--- config.mk ---
export PLATFORM = sky130hd
export DESIGN_NAME = seq_detector_multi
export DESIGN_NICKNAME = d
export VERILOG_FILES = /design/src/rtl/seq_detector_multi.sv
export SDC_FILE = /design/constraint.sdc
export NUM_CORES = 1
export LEC_CHECK = 0
export ABC_AREA = 1
export ABC_CLOCK_PERIOD_IN_PS = 2850
export BUFFER_PORTS_ARGS = -buffer_cell sky130_fd_sc_hd__buf_4
export CORE_MARGIN = 2
export CORE_UTILIZATION = 40
export DETAILED_ROUTE_END_ITERATION = 12
export GPL_ROUTABILITY_DRIVEN = 0
export PLACE_DENSITY_LB_ADDON = 0.2
export SLEW_MARGIN = 30
export SYNTH_ARGS = -nofsm -noshare
export SYNTH_HDL_FRONTEND = slang
export SYNTH_SLANG_ARGS = --single-unit
--- constraint.sdc ---
create_clock -name i_clk -period 2.85 [get_ports i_clk]
set_clock_uncertainty 0.1 [all_clocks]
set_input_delay 0.285 -clock i_clk [delete_from_list [all_inputs] [get_ports i_clk]]
set_output_delay 0.285 -clock i_clk [all_outputs]
set_load 0.005 [all_outputs]
--- src/rtl/seq_detector_multi.sv ---
// seq_detector_multi: programmable multi-pattern Mealy serial detector with per-pattern saturating match counters.
// Reset configuration is 101 / 110 with overlapping detection driven by i_overlap.
module seq_detector_multi #(
    parameter int PAT_LEN = 3,
    parameter int NUM_PAT = 2,
    parameter int CNT_W = 8,
    parameter logic [NUM_PAT*PAT_LEN-1:0] RESET_PAT = {3'b110, 3'b101},
    parameter int ID_W = (NUM_PAT > 1) ? $clog2(NUM_PAT) : 1
) (
    input  logic                       i_clk,
    input  logic                       i_reset_n,
    input  logic                       i_valid,
    input  logic                       i_a,
    input  logic                       i_overlap,
    input  logic                       i_load,
    input  logic [NUM_PAT*PAT_LEN-1:0] i_pattern,
    input  logic                       i_clear,
    output logic [NUM_PAT-1:0]         o_match,
    output logic                       o_any,
    output logic [ID_W-1:0]            o_match_id,
    output logic [NUM_PAT*CNT_W-1:0]   o_count
);
    localparam int FW = $clog2(PAT_LEN);
    localparam logic [FW-1:0] FULL = FW'(PAT_LEN - 1);

    logic [NUM_PAT*PAT_LEN-1:0] pat_r;
    logic [PAT_LEN-2:0]         hist;
    logic [FW-1:0]              fill;
    logic [CNT_W-1:0]           cnt [NUM_PAT];
    logic [PAT_LEN-1:0]         window;
    logic                       live;

    assign window = {hist, i_a};
    // Load and clear discard the incoming bit, so they also mask any match on it.
    assign live = i_valid & ~i_load & ~i_clear & (fill == FULL);

    for (genvar g = 0; g < NUM_PAT; g++) begin : g_pat
        assign o_match[g] = live & (window == pat_r[g*PAT_LEN +: PAT_LEN]);
        assign o_count[g*CNT_W +: CNT_W] = cnt[g];
    end

    assign o_any = |o_match;

    always_comb begin
        o_match_id = '0;
        for (int k = NUM_PAT - 1; k >= 0; k--)
            if (o_match[k]) o_match_id = ID_W'(k);
    end

    always_ff @(posedge i_clk or negedge i_reset_n) begin
        if (!i_reset_n) begin
            pat_r <= RESET_PAT;
            hist  <= '0;
            fill  <= '0;
            for (int k = 0; k < NUM_PAT; k++) cnt[k] <= '0;
        end else if (i_load) begin
            pat_r <= i_pattern;
            hist  <= '0;
            fill  <= '0;
        end else if (i_clear) begin
            hist <= '0;
            fill <= '0;
            for (int k = 0; k < NUM_PAT; k++) cnt[k] <= '0;
        end else if (fill > FULL) begin
            fill <= '0;
        end else if (i_valid) begin
            if (o_any && !i_overlap) begin
                hist <= '0;
                fill <= '0;
            end else begin
                hist <= window[PAT_LEN-2:0];
                fill <= (fill == FULL) ? FULL : fill + FW'(1);
            end
            for (int k = 0; k < NUM_PAT; k++)
                if (o_match[k] && cnt[k] != '1) cnt[k] <= cnt[k] + CNT_W'(1);
        end
    end
endmodule

==> impl_metrics.py <==
metrics = {
    "finish": {
        "final_common_cell": "nand2_1",
        "syn2layout_area_growth_pct": 19.4,
        "antenna_cells": 0,
        "final_nets": 303,
        "fill_cells": 428,
        "fin_cells": 334,
        "fin_util": 0.504,
        "layout-drive-gt1-share": 0.211,
        "fin_area_um2": 2050,
        "layout_common_cells": "nand2_1, buf_4, nor2_1",
    },
    "drt": {
        "drt_iter0_drc": 84,
        "drtPass1Iterations": 4,
        "dr_total_vias": 1550,
        "antenna_left": 0,
        "viasPerCell": 4.64,
        "drc": 0,
        "wirelength_um": 3570,
        "wl_per_cell_um": 10.7,
    },
    "grt": {
        "grt_pass1_vias": 1467,
        "grt_first_pass_wirelength_um": 6340,
        "overflow": 0,
        "antenna_found_initial": 0,
        "grt_util_all_layers": 0.157,
        "grt_max_degree": 27,
    },
    "sta": {
        "setup_tns_ns": 0,
        "timing.hold.ws_ns": 0.118,
        "rsz0062_at_grt": "false",
        "max_freq_mhz": 515,
        "relSlewSlack": 0.630,
        "min_period_over_period": 0.681,
        "hold_viol_final": 0,
        "fin_crit_ns": 1.94,
        "slew_violations": 0,
        "worst_pin_slew_ns": 0.553,
        "setup_violations": 0,
    },
    "status": {
        "status": "finished clean",
    },
    "worst_setup_path": {
        "critPathKind": "register to primary output",
        "crit_chain": "inv_1, ha_1, nand2_1, inv_1, nand2_2, nor2_2, nand2_1, inv_1, nor2_1, buf_4",
        "cpMostUsedCell": "inv_1",
        "worstPathBufferInverterCount": 4,
        "slowest_delay_ns": 0.40,
        "cp.arrival_ns": 1.56,
        "slowest_stage": "dfrtp_1",
        "cp.required_ns": 2.47,
        "cp_max_fo": 3,
        "startpoint_type": "register",
        "crit_family": "flip-flops",
        "cp-end-kind": "primary output",
        "worst-path-stages": 10,
        "r2r_cells": 7,
    },
    "clock_network": {
        "cts_made_buffers": 3,
        "cts_tree": "yes",
        "root_buffer": "clkbuf_8",
        "hold_buffers": 1,
        "post_cts_buffers": 0,
        "cts_resized": 0,
        "h-tree-depth": 1,
        "clk_latency_ns": 0.27,
        "clkTransAtPathRegs_ns": 0.09,
        "clock_sinks": 26,
        "cts.path.max_buffers": 2,
    },
    "logic_synthesis": {
        "yosysWarnings": 0,
        "ys_seq_elements": 26,
        "netlist_area_um2": 1710,
        "synth_cell_type_count": 23,
        "ys_top_cells_by_area": "dfrtp_1, nand2_1, nand3_1",
        "syn_area_per_cell_um2": 6.82,
        "yosysSeqAreaShare": 0.383,
        "postSynthCellCount": 251,
        "synth_nets": 269,
        "yosys.area.top_type_share": 0.321,
        "synth_top_area_cell": "dfrtp_1",
    },
    "hold_path": {
        "min_path_cells": 3,
        "hold_class": "primary input to register",
    },
    "run": {
        "cap_violations": 0,
    },
    "place": {
        "detailed_place_hpwl_um": 2620,
        "dpl.cell_count": 329,
        "placed_area_um2": 1980,
        "port_buffers": 32,
    },
    "power": {
        "ir_drop_mv": 0.201,
        "p_leak_nw": 1.09,
        "powerDensity_nw_per_um2": 398,
    },
    "floorplanning": {
        "initial_core_util": 0.422,
        "die_w_um": 69.4,
        "die_y_um": 69.4,
        "num_rows": 23,
        "core_um2": 4060,
        "die-area_um2": 4820,
        "ios": 33,
    },
}
[through the flow]
| step | power [mW] | setup slack (ns) |
|---|---|---|
| after floorplan | 0.520 | 1.34 |
| after global placement | 0.579 | 1.09 |
| after detailed placement | 0.582 | 1.05 |
| after CTS | 0.826 | 0.879 |
| after global routing | 0.869 | 0.772 |
| final | 0.815 | 0.910 |
[flip-flops by register name (all words and copies together) (netlist names)]
| register | cells |
|---|---|
| fill | 2 |
| hist | 2 |
| pat_r | 6 |
| o_count | 16 |
[logic make-up after synthesis]
family	count (synthesis)	synth area share
AOI/OAI and AO/OA	15	0.0519
adders and majority gates	5	0.0365
buffers and inverters	32	0.0833
DFF	26	0.383
and+or+nand+nor	173	0.446
[synth_stat cells]
| library cell | n |
|---|---|
| nand2_4 | 4 |
| inv_4 | 1 |
| nand3_1 | 26 |
| inv_2 | 3 |
| dfrtp_1 | 22 |
| dfstp_2 | 4 |
| buf_8 | 1 |
| nand3_2 | 2 |
| nor3_1 | 1 |
| clkbuf_1 | 1 |
| buf_6 | 1 |
| o21a_1 | 1 |
| ha_1 | 5 |
| nor2_1 | 31 |
| a21oi_1 | 6 |
| o21ai_0 | 7 |
| nor2_2 | 3 |
| nor2_4 | 3 |
| inv_1 | 24 |
| nand2_1 | 100 |
| a21oi_4 | 1 |
| nand2_2 | 3 |
| buf_2 | 1 |
[final timing paths]
kind,from,end,slack (ns)
min reg2reg,pat_r[2],pat_r[2],0.40
min in group asynchronous,i_reset_n,o_count[5],0.36
max,fill[0],o_match_id,0.91
max reg2reg,fill[1],o_count[7],1.07
min,i_pattern[1],pat_r[1],0.12
max in group asynchronous,i_reset_n,pat_r[2],1.98
[cell type report]
| cell class | count | area [µm²] | area share |
|---|---|---|---|
| flip-flops and latches | 26 | 656 | 0.320 |
| well taps | 50 | 62.6 | 0.0306 |
| clock buffers | 4 | 55.1 | 0.0269 |
| repair buffers | 33 | 250 | 0.122 |
| multi-input cells | 193 | 915 | 0.447 |
| inverters | 28 | 108 | 0.0526 |
[routing by layer]
metal	share of wire	routed length, µm	vias up	global-route usage
met3	0.034	122	2	0.0320
met5	0	0	-	0
li1	-	-	843	-
met1	0.46	1650	682	0.199
met4	0.0059	21	0	0.0261
met2	0.50	1770	23	0.279
[power breakdown]
part           total (mW)  internal, mW  switching [mW]
Sequential          0.425         0.396          0.0290
Combinational       0.148        0.0644          0.0841
Clock               0.241         0.124           0.118
Total               0.815         0.584           0.231
[worst reg2reg max path, delay by kind of cell (launching register included)]
family / cells / cell delay [ns]
flip-flops: 1 / 0.42
AND/OR/NAND/NOR: 4 / 0.41
AO/OA/AOI/OAI: 1 / 0.46
buffers and inverters: 1 / 0.05
adder cells (fa/ha/maj): 1 / 0.23
Power figures use the tool's default switching activity.
